File: config.mk
export PLATFORM = sky130hd
export DESIGN_NAME = regfile_write_arbiter
export DESIGN_NICKNAME = d
export VERILOG_FILES = /design/src/rtl/regfile_write_arbiter.sv
export SDC_FILE = /design/constraint.sdc
export NUM_CORES = 1
export LEC_CHECK = 0
export BUFFER_PORTS_ARGS = -buffer_cell sky130_fd_sc_hd__buf_2
export CAP_MARGIN = 0
export CORE_UTILIZATION = 44
export DETAILED_ROUTE_END_ITERATION = 8
export PLACE_DENSITY_LB_ADDON = 0.2
export SLEW_MARGIN = 10
export SYNTH_ARGS = -nofsm -noshare
export SYNTH_HDL_FRONTEND = slang
export SYNTH_SLANG_ARGS = --single-unit
File: constraint.sdc
create_clock -name clk -period 2 [get_ports clk]
set_input_delay 0.2 -clock clk [delete_from_list [all_inputs] [get_ports clk]]
set_output_delay 0.2 -clock clk [all_outputs]
set_load 0.02 [all_outputs]
File: src/rtl/regfile_write_arbiter.sv
// regfile_write_arbiter
//
// Shares the register file's single write port among three writeback
// requesters: ALU (0), MEM/load (1) and DBG/loader (2). One request is granted
// per cycle. The winner's address and data are registered onto the write port,
// so a transfer in cycle N shows up as rf_write in cycle N+1. A debug lock
// first drains any in-flight write and then grants only DBG.
//
// Build option:
//   REGARB_ROUND_ROBIN_EN  defined   : round-robin arbitration in RUN. The
//                                      search starts after the last granted
//                                      index.
//                          undefined : fixed priority MEM(1) > ALU(0) > DBG(2),
//                                      with no pointer state.
//
// Ports:
//   clk        system clock, rising edge
//   rst        asynchronous active-high reset
//   req_valid  per-requester write request (bit i = requester i)
//   req_ready  per-requester grant, combinational, at most one bit set
//   req_addr   destination register per requester (slice i = requester i)
//   req_data   write data per requester (slice i = requester i)
//   dbg_lock   request exclusive DBG access
//   locked     registered, high while in LOCKED
//   rf_write   register-file write strobe
//   rf_addr    register-file write index
//   rf_data    register-file write data
//   q_addr     hazard query index
//   q_hit      q_addr has a pending request or an in-flight write
//   wr_count   saturating count of committed writes

module regfile_write_arbiter #(
  parameter int DATA_W = 32,
  parameter int ADDR_W = 5,
  parameter int CNT_W  = 16
) (
  input  logic                clk,
  input  logic                rst,
  input  logic [2:0]          req_valid,
  output logic [2:0]          req_ready,
  input  logic [3*ADDR_W-1:0] req_addr,
  input  logic [3*DATA_W-1:0] req_data,
  input  logic                dbg_lock,
  output logic                locked,
  output logic                rf_write,
  output logic [ADDR_W-1:0]   rf_addr,
  output logic [DATA_W-1:0]   rf_data,
  input  logic [ADDR_W-1:0]   q_addr,
  output logic                q_hit,
  output logic [CNT_W-1:0]    wr_count
);

  typedef enum logic [1:0] {
    RUN    = 2'd0,
    DRAIN  = 2'd1,
    LOCKED = 2'd2
  } state_t;

  state_t state_q, state_d;

  logic [2:0]        run_grant;
  logic [2:0]        grant;
  logic              xfer;
  logic [ADDR_W-1:0] win_addr;
  logic [DATA_W-1:0] win_data;
  logic              wr_d;

  // Priority pick: grant the first valid requester in the order p0, p1, p2.
  function automatic logic [2:0] pick(input logic [2:0] v,
                                      input logic [1:0] p0,
                                      input logic [1:0] p1,
                                      input logic [1:0] p2);
    logic [2:0] g;
    g = '0;
    if (v[p0])      g[p0] = 1'b1;
    else if (v[p1]) g[p1] = 1'b1;
    else if (v[p2]) g[p2] = 1'b1;
    return g;
  endfunction

`ifdef REGARB_ROUND_ROBIN_EN
  // Index of the last requester granted in RUN. Reset value 2 makes
  // requester 0 first in the rotation.
  logic [1:0] rr_ptr_q;

  always_comb begin
    case (rr_ptr_q)
      2'd0:    run_grant = pick(req_valid, 2'd1, 2'd2, 2'd0);
      2'd1:    run_grant = pick(req_valid, 2'd2, 2'd0, 2'd1);
      default: run_grant = pick(req_valid, 2'd0, 2'd1, 2'd2);
    endcase
  end

  // Only RUN transfers advance the rotation, so DBG grants made while
  // LOCKED leave the pointer where it was.
  always_ff @(posedge clk or posedge rst) begin
    if (rst) begin
      rr_ptr_q <= 2'd2;
    end else if (state_q == RUN && xfer) begin
      rr_ptr_q <= grant[1] ? 2'd1 : (grant[2] ? 2'd2 : 2'd0);
    end
  end
`else
  always_comb begin
    run_grant = pick(req_valid, 2'd1, 2'd0, 2'd2);
  end
`endif

  always_comb begin
    case (state_q)
      RUN:     grant = run_grant;
      LOCKED:  grant = {req_valid[2], 2'b00};
      default: grant = 3'b000;
    endcase
  end

  assign req_ready = grant;
  assign xfer      = |grant;

  // Grant is one-hot or zero, so an AND-OR mux selects the winner's payload.
  // NOTE: every variable driven in always_comb gets a default first so no
  // path can leave it unassigned and infer a latch.
  always_comb begin
    win_addr = '0;
    win_data = '0;
    for (int i = 0; i < 3; i++) begin
      if (grant[i]) begin
        win_addr = win_addr | req_addr[i*ADDR_W +: ADDR_W];
        win_data = win_data | req_data[i*DATA_W +: DATA_W];
      end
    end
  end

  // Writes to register 0 are accepted but never reach the register file.
  assign wr_d = xfer && (win_addr != '0);

  always_comb begin
    state_d = state_q;
    case (state_q)
      RUN: begin
        if (dbg_lock) state_d = DRAIN;
      end
      DRAIN: begin
        // DRAIN grants nothing, so the output stage is always empty after
        // this edge. The lock is therefore reached one cycle after entry.
        if (!dbg_lock)  state_d = RUN;
        else if (!wr_d) state_d = LOCKED;
      end
      LOCKED: begin
        if (!dbg_lock) state_d = RUN;
      end
      default: state_d = RUN;
    endcase
  end

  // NOTE: sequential state uses non-blocking assignments, so every register
  // samples the values from before the clock edge.
  always_ff @(posedge clk or posedge rst) begin
    if (rst) begin
      state_q  <= RUN;
      locked   <= 1'b0;
      rf_write <= 1'b0;
      rf_addr  <= '0;
      rf_data  <= '0;
      wr_count <= '0;
    end else begin
      state_q  <= state_d;
      locked   <= (state_d == LOCKED);
      rf_write <= wr_d;
      // Address and data hold their last committed values between writes.
      if (wr_d) begin
        rf_addr <= win_addr;
        rf_data <= win_data;
      end
      if (rf_write && (wr_count != {CNT_W{1'b1}})) begin
        wr_count <= wr_count + {{(CNT_W-1){1'b0}}, 1'b1};
      end
    end
  end

  // A hit on register 0 is never reported because writes to it are dropped.
  always_comb begin
    q_hit = 1'b0;
    for (int i = 0; i < 3; i++) begin
      if (req_valid[i] && (req_addr[i*ADDR_W +: ADDR_W] == q_addr)) q_hit = 1'b1;
    end
    if (rf_write && (rf_addr == q_addr)) q_hit = 1'b1;
    if (q_addr == '0) q_hit = 1'b0;
  end

endmodule

==> results.yml, run 1 <==
grt:
  grt_max_degree: 34
  grt_usage_pct: 23.92
  grt_pass1_wl_um: 13720
  antenna_found_initial: 0
  grt_pass1_vias: 2914
  overflow: 0
yosys:
  synthCells: 303
  synth_flop_cell: "dfrtp_1"
  netlist_top_cells_count: "dfrtp_1 (57), inv_1 (41), a222oi_1 (32), mux2i_1 (32), xor2_1 (18)"
  ys_seq_elements: 57
  yosys.area.top_type: "dfrtp_1"
  synthArstFlopShare_pct: 100.0
  synth_top_area_share_pct: 45.38
  netlist_top_cells_area: "dfrtp_1 (45%), a222oi_1 (10%), mux2i_1 (10%)"
  yosys_warnings: 0
  syn-num-nets: 426
  yosysSeqAreaShare_pct: 45.38
  synth_cell_types: 37
  syn_area_um2: 3143
  synth_edf_count: 0
  syn_avg_cell_area_um2: 10.37
  yosysMostFrequentCell: "dfrtp_1"
pwr:
  power_leakage_nw: 2.372
  ir_drop_v: 0.0006055
  p_total_mw: 4.922
  p_per_area_nw_per_um2: 1121
clock_tree:
  cts_root_buf: "clkbuf_8"
  insertion_delay_ps: 330
  cts_setup_buffers: 0
  clock_path_buffers: 2
  cts.htree.levels: 3
  clkSinkCount: 57
  cts.clk_slew.worst_paths_ps: 60
  cts_tree: "yes"
  cts_buffers: 9
detailed_routing:
  viasPerCell: 5.203
  drt_iter0_markers: 268
  vias: 3028
  dr.pass1.iters: 7
  drc: 0
  routedWlPerCell_um: 14.98
  drtAntennaViolNets: 0
  wl_um: 8721
timing:
  timing.fmax_ghz: 0.5242
  finalHoldViolCount: 0
  finalSetupViolCount: 0
  rsz0062_at_grt: "no"
  final_max_slew_viol_count: 0
  worstMarginPinSlew_ps: 692.6
  min_period_ps: 1908
  maxSlewHeadroom_pct: 53.76
  timing.final.crit_share_pct: 95.38
  clock_skew_ps: 10.64
  fin_tns_setup_ps: 0
  hold_ws_ps: 132.6
worst_hold_path:
  hold_class: "input port to flip-flop"
worst_setup_path:
  start_kind: "flip-flop"
  cp-end-kind: "output port"
  arrival_ps: 1710
  critPathRequiredTime_ps: 1800
  crit_fanout: 33
  path_class: "flip-flop to output port"
finish:
  finish.net_count: 604
  instances_no_fill: 582
  drive_above_1_share_pct: 44.24
  syn_to_final_growth_pct: 39.65
  final_cell_area_um2: 4389
  nFillCells: 599
  antenna_cells: 0
placement:
  hpwl_um: 6566
  placed_area_um2: 4146
  numPortBuffers: 180
  gp_congestion: 0.8714
  numPlacedInstances: 565
floorplan:
  ioPinCount: 181
  start_util_pct: 46.01
  core_area_um2: 6832
  dieArea_um2: 7485
  row_count: 30
  fp.dieW_um: 86.52
  fp.dieH_um: 86.52
job:
  cap_violations: 0
status:
  outcome: "finished clean"
-- cells in the final DEF, fill, tap and decap left out, drive strengths merged, types with 2 or more instances in the layout --
cell type / instances
clkbuf: 10
nand3b: 5
nor2: 10
clkinv: 2
inv: 42
and3: 3
nand4: 5
xor2: 18
a21oi: 16
o21ai: 5
nor3: 2
nor4: 4
buf: 188
a222oi: 32
xnor2: 14
nand2: 11
nand3: 11
dfrtp: 57
a31oi: 2
bufinv: 2
mux2i: 32
or2: 2
-- logic make-up after synthesis --
logic type                 after synthesis  share of synthesized area [%]
and+or+nand+nor                         59                          10.55
muxes                                   33                          10.55
xor gates and xnor gates                32                          8.917
adders and majority gates                1                         0.3980
buffers and inverters                   63                          8.838
DFF                                     57                          45.38
AOI/OAI and AO/OA                       58                          15.37
-- worst paths after layout --
| check | start | end | slack (ps) | cells after the start |
|---|---|---|---|---|
| max in group asynchronous | rst | wr_count[0]$_DFFE_PP0P_ | 820 | 4 |
| hold reg to reg | wr_count[6]$_DFFE_PP0P_ | wr_count[6]$_DFFE_PP0P_ | 490 | 1 |
| hold / removal | dbg_lock | locked$_DFF_PP0_ | 130 | 3 |
| min in group asynchronous | rst | rf_data[23]$_DFFE_PP0N_ | 520 | 3 |
| setup reg to reg | wr_count[4]$_DFFE_PP0P_ | wr_count[13]$_DFFE_PP0P_ | 190 | 5 |
| setup / recovery | state_q[1]$_DFF_PP0_ | req_ready[0] | 90 | 4 |
-- registers in the layout, summed over array words and instances (netlist names) --
signal,flops
state_q,2
rf_data,32
rf_addr,5
rf_write,1
locked,1
wr_count,16
-- routing by layer --
metal  track usage (%)  vias up  share of wire [%]
met4             8.182        0                1.0
met1             30.18     1429                 41
li1                  -     1450                  -
met5                 0        -                  0
met2             40.62      142                 51
met3             5.333        7                6.9
-- metrics by stage --
stage | worst slack, ps | utilization [%]
4_1_cts | 0.8967 | 64.18
3_3_place_gp | 267.6 | 60.70
5_1_grt | 9.225 | 64.25
3_5_place_dp | 156.7 | 60.70
2_1_floorplan | 228.5 | -
6_report | 92.43 | 64.25
-- power by group --
| part | internal, mW | total (mW) | leakage (nW) | switching (mW) |
|---|---|---|---|---|
| logic | 0.800 | 1.97 | 1.53 | 1.17 |
| clock network | 0.739 | 1.23 | 0.113 | 0.486 |
| registers | 1.49 | 1.72 | 0.731 | 0.239 |
-- timing repair --
action                                  4_1_cts  5_1_grt
endpoints found under the setup margin        0        2
hold buffers                                  1        0
resized for setup                             0        2
endpoints found under the hold margin        30        0
-- final cells by class --
cell class,instances,area (um^2),area share [%]
clock buffer,10,137.6,3.136
clock inverter,6,90.09,2.052
inverter,41,153.9,3.506
multi-input combinational,183,1450,33.04
sequential,57,1426,32.50
tap,96,120.1,2.737
timing repair buffer,189,1011,23.03
-- critical path, cell delays in order (launching register included) --
cell and delay, ps:
dfrtp_1 400, or2_4 300, nor3b_4 260, buf_12 220, buf_2 190
(Power assumes the default switching activity.)
==> run 2, diff against run 1 <==
Settings changed: PLACE_DENSITY_LB_ADDON 0.2 to 0.25.
==> results.yml, run 2 (synthesis results as in run 1) <==
status:
  outcome: "finished clean"
detailed_routing:
  dr.pass1.iters: 5
  routedWlPerCell_um: 15.00
  wl_met2_um: 4272
  top_layer_used: "met4"
  wl_um: 8713
  wl_met3_um: 607
  drc: 0
  viasPerCell: 5.337
  drt_iter0_markers: 262
  drtAntennaViolNets: 0
  vias: 3101
  m1WireLength_um: 3678
timing:
  min_period_ps: 1910
  final_max_slew_viol_count: 0
  worstMarginPinSlew_ps: 689.6
  timing.fmax_ghz: 0.5236
  maxSlewHeadroom_pct: 53.96
  rsz0062_at_grt: "no"
  fin_ws_ps: 90.08
  timing.final.crit_share_pct: 95.50
  fin_tns_setup_ps: 0
  clock_skew_ps: 5.193
  finalSetupViolCount: 0
  finalHoldViolCount: 0
worst_setup_path:
  crit_chain: "or2_4 > nor3b_4 > buf_12 > buf_2"
  cp-end-kind: "output port"
  reg2reg_from: "wr_count[4]$_DFFE_PP0P_"
  critPathRequiredTime_ps: 1800
  critPathMaxStageDelay_ps: 400
  start_kind: "flip-flop"
  crit_fanout: 33
  path_class: "flip-flop to output port"
  slowest_stage: "dfrtp_1"
  arrival_ps: 1710
  crit_start: "state_q[1]$_DFF_PP0_"
  r2r_slack_ps: 220
placement:
  gp_congestion: 0.7896
  numPlacedInstances: 565
  post-place-ws_ps: 208.0
  hpwl_um: 6576
  numPortBuffers: 180
grt:
  grt_usage_pct: 23.95
  overflow: 0
  grt_max_degree: 34
  antenna_found_initial: 0
  grt_pass1_vias: 2869
  grt_pass1_wl_um: 13590
finish:
  seqCellArea_um2: 1426
  finish.net_count: 604
  largestRegisters: "rf_data x32, wr_count x16, rf_addr x5"
  instances_no_fill: 581
  antenna_cells: 0
  layout_commonest_cell: "buf_2"
  post-route-util_pct: 63.55
  syn_to_final_growth_pct: 38.14
  largest_reg_flops: 32
  multiInputGateArea_um2: 1450
  top_register: "rf_data"
  nFillCells: 588
  final_cell_mix: "buf_2 (179), dfrtp_1 (57), inv_1 (40)"
  drive_above_1_share_pct: 43.71
job:
  cap_violations: 0
pwr:
  clkPwrFrac_pct: 21.4
  ir_drop_v: 0.0004698
  p_comb_share_pct: 42.0
  p_per_area_nw_per_um2: 1089
  intPower_mw: 2.851
  swShare_pct: 39.69
  switchingPower_mw: 1.876
  power_leakage_nw: 2.353
  share_seq_of_total_power_pct: 36.7
floorplan:
  ioPinCount: 181
  fp.dieH_um: 86.52
  core_area_um2: 6832
  row_count: 30
  start_util_pct: 46.01
  dieArea_um2: 7485
  fp.dieW_um: 86.52
clock_tree:
  cts_tree: "yes"
  cts.clk_slew.worst_paths_ps: 60
  cts_root_buf: "clkbuf_8"
  clock_path_buffers: 2
  insertion_delay_ps: 340
  cts_buffers: 9
  clkSinkCount: 57
  cts.htree.levels: 3
worst_hold_path:
  hold_class: "input port to flip-flop"
  min_from: "req_addr[11]"
-- run 2: cell types whose count changed in the layout (fill, tap and decap cells not counted) --
cell	previous run	this run
buf_4	6	5
clkinvlp_4	1	0
clkinv_2	1	3
inv_6	1	0
clkinv_4	1	0
clkbuf_1	0	2
buf_6	0	1
bufinv_16	2	1
clkbuf_8	10	9
-- run 2: power by group through the flow --
| stage | clock network (mW) | registers, mW | logic [mW] |
|---|---|---|---|
| 2_1_floorplan | 0 | 2.12 | 0.885 |
| 3_3_place_gp | 0 | 1.73 | 1.94 |
| 3_5_place_dp | 0 | 1.74 | 1.98 |
| 4_1_cts | 1.02 | 1.73 | 1.98 |
| 5_1_grt | 1.10 | 1.78 | 2.14 |
| 6_report | 1.01 | 1.73 | 1.98 |
-- run 2: layout make-up --
type | count | area share (%)
Multi-Input combinational cell | 183 | 33.40
Sequential cell | 57 | 32.85
Timing Repair Buffer | 189 | 23.37
Inverter | 41 | 3.545
Clock buffer | 11 | 3.026
Tap cell | 96 | 2.767
Clock inverter | 4 | 1.037
-- run 2: per-stage QoR --
step | hold slack (ps) | total power [mW] | area, um^2
4_1_cts | 130.0 | 4.735 | 4333
3_3_place_gp | 342.4 | 3.666 | 4146
2_1_floorplan | 328.0 | 3.007 | 3143
3_5_place_dp | 345.9 | 3.717 | 4146
5_1_grt | 126.8 | 5.019 | 4342
6_report | 134.1 | 4.727 | 4342
-- run 2: routing by layer --
metal / up-vias / GRT usage [%]
met4: 0 / 8.485
met2: 159 / 39.83
li1: 1453 / -
met5: - / 0
met3: 15 / 5.429
met1: 1474 / 30.80
-- run 2: what timing repair did --
item / 4_1_cts / 5_1_grt
endpoints found under the hold margin: 30 / 0
hold buffers: 1 / 0
setup buffers: 0 / 0
setup endpoints to repair: 0 / 2
gates resized for setup: 0 / 3
-- run 2: worst paths after layout --
kind / end / depth (start not counted)
worst max-delay path: req_ready[0] / 4
worst min-delay path: rf_addr[1]$_DFFE_PP0N_ / 3
worst max register to register: wr_count[1]$_DFFE_PP0P_ / 5
worst min register to register: wr_count[6]$_DFFE_PP0P_ / 1
max in group asynchronous: rf_addr[4]$_DFFE_PP0N_ / 4
min in group asynchronous: rf_data[22]$_DFFE_PP0N_ / 3
-- run 2: critical path, delay by kind of cell (launching register included) --
family | cells | cell delay, ps
simple gates | 2 | 560
buf+inv | 2 | 410
flops | 1 | 400
==> run 3, diff against run 2 <==
Settings changed: CTS_BUF_LIST set to sky130_fd_sc_hd__clkbuf_4 sky130_fd_sc_hd__clkbuf_8 sky130_fd_sc_hd__clkbuf_16.
Clock period 2 ns to 1.9 ns, I/O delays scaled along.
==> results.yml, run 3 (synthesis results as in run 1) <==
status:
  outcome: "finished clean"
clock_tree:
  cts_buffers: 9
  clock_path_buffers: 2
  insertion_delay_ps: 320
  cts.clk_slew.worst_paths_ps: 60
  cts_root_buf: "clkbuf_8"
  clkSinkCount: 57
  cts.htree.levels: 3
  cts_tree: "yes"
timing:
  maxSlewHeadroom_pct: 58.47
  final_max_slew_viol_count: 0
  min_period_ps: 1836
  timing.final.crit_share_pct: 96.63
  fin_tns_setup_ps: 0
  worstMarginPinSlew_ps: 622.0
  fin_ws_ps: 64.06
  timing.fmax_ghz: 0.5447
  clock_skew_ps: 11.32
  hold_ws_ps: 138.6
  finalSetupViolCount: 0
  finalHoldViolCount: 0
worst_setup_path:
  crit_fanout: 3
  start_kind: "flip-flop"
  reg2reg_from: "state_q[0]$_DFF_PP0_"
  critPathRequiredTime_ps: 1710
  critical-path-top-delay-family: "simple AND/OR/NAND/NOR gates"
  cp-end-kind: "output port"
  path_buf_inv: 1
  crit_start: "rf_addr[1]$_DFFE_PP0N_"
  crit_chain: "xor2_1 > nor4_1 > nand3_1 > nand4_1 > o21a_1 > buf_6"
  path_class: "flip-flop to output port"
  critPathMaxStageDelay_ps: 400
  slowest_stage: "dfrtp_1"
  arrival_ps: 1650
  crit_cells: 6
  r2r_cells: 8
grt:
  grt_usage_pct: 25.06
  grt_pass1_vias: 3025
  antenna_found_initial: 0
  grt_max_degree: 31
  grt_pass1_wl_um: 14390
  overflow: 0
finish:
  final_cell_area_um2: 4546
  largest_reg_flops: 32
  layout_commonest_cell: "buf_2"
  drive_above_1_share_pct: 45.47
  syn_to_final_growth_pct: 44.63
  final_cell_mix: "buf_2 (178), dfrtp_1 (57), inv_1 (40)"
  top_register: "rf_data"
  finish.net_count: 615
  instances_no_fill: 593
  antenna_cells: 0
  largestRegisters: "rf_data x32, wr_count x16, rf_addr x5"
detailed_routing:
  viasPerCell: 5.374
  drtAntennaViolNets: 0
  drt_iter0_markers: 219
  wl_um: 9480
  drc: 0
  vias: 3187
  dr.pass1.iters: 6
  routedWlPerCell_um: 15.99
placement:
  post-place-ws_ps: 86.24
  gp_congestion: 0.8144
  numPlacedInstances: 569
  placed_area_um2: 4189
  hpwl_um: 6710
  numPortBuffers: 180
floorplan:
  core_area_um2: 6832
  ioPinCount: 181
  fp.dieH_um: 86.52
  fp.dieW_um: 86.52
  start_util_pct: 46.01
  dieArea_um2: 7485
  row_count: 30
worst_hold_path:
  hold-path-cell-count: 3
  min_from: "dbg_lock"
  hold_class: "input port to flip-flop"
pwr:
  power_leakage_nw: 2.461
  ir_drop_v: 0.0006686
  p_per_area_nw_per_um2: 1172
job:
  cap_violations: 0
==> run 3: cell count changes in the layout (fill, tap and decap cells not counted) <==
cell | before | now
buf_4 | 5 | 11
buf_6 | 1 | 4
clkbuf_1 | 2 | 0
buf_12 | 3 | 4
buf_2 | 179 | 178
bufbuf_16 | 0 | 1
bufinv_16 | 1 | 2
clkbuf_16 | 0 | 1
clkbuf_4 | 0 | 1
clkbuf_8 | 9 | 10
clkinv_2 | 3 | 2
clkinv_4 | 0 | 1
nor2_2 | 1 | 0
nor2_4 | 0 | 1
==> run 3: cell type report <==
type                            count  area, um^2
Inverter                           41       153.9
Clock inverter                      5       78.83
Sequential cell                    57        1426
Tap cell                           96       120.1
Fill cell                         574        2286
Timing Repair Buffer              200        1166
Multi-Input combinational cell    183        1455
Clock buffer                       11       145.1
==> run 3: layer usage <==
metal	vias up	part of all wire [%]	track usage, %
li1	1474	-	-
met1	1524	39	30.93
met2	170	52	42.64
met3	19	7.0	4.667
met4	0	1.9	11.52
met5	-	0	0
==> run 3: through the flow <==
step                      util (%)  total power [mW]
after floorplan                  -             3.165
after global placement       61.32             3.896
after detailed placement     61.32             3.953
after CTS                    66.06             5.316
after global routing         66.54             5.635
final                        66.54             5.329
==> run 3: path summary, 6_finish.rpt <==
check,end,slack (ps)
setup / recovery,q_hit,60
hold / removal,locked$_DFF_PP0_,140
setup reg to reg,rf_data[1]$_DFFE_PP0N_,70
hold reg to reg,wr_count[6]$_DFFE_PP0P_,500
max in group asynchronous,wr_count[9]$_DFFE_PP0P_,720
min in group asynchronous,rf_data[22]$_DFFE_PP0N_,490
==> run 3: power breakdown <==
group	internal [mW]	total [mW]	switching (mW)
clock	0.787	1.26	0.474
combinational	0.964	2.26	1.29
sequential	1.56	1.81	0.249
==> run 3: repair_timing <==
action	CTS	global route
hold buffers	1	0
setup endpoints to repair	2	35
endpoints found under the hold margin	28	0
buffers inserted	2	3
gates cloned	2	1
pin swaps	1	6
gates resized for setup	3	5
==> run 3: worst reg2reg max path, cell delays in order (launching register included) <==
cell and delay [ps]:
dfrtp_1 410, or2_4 270, buf_4 150, a21oi_1 200, a211oi_1 80, nand4_1 100, buf_4 170, clkbuf_16 190
mux2i_1 200
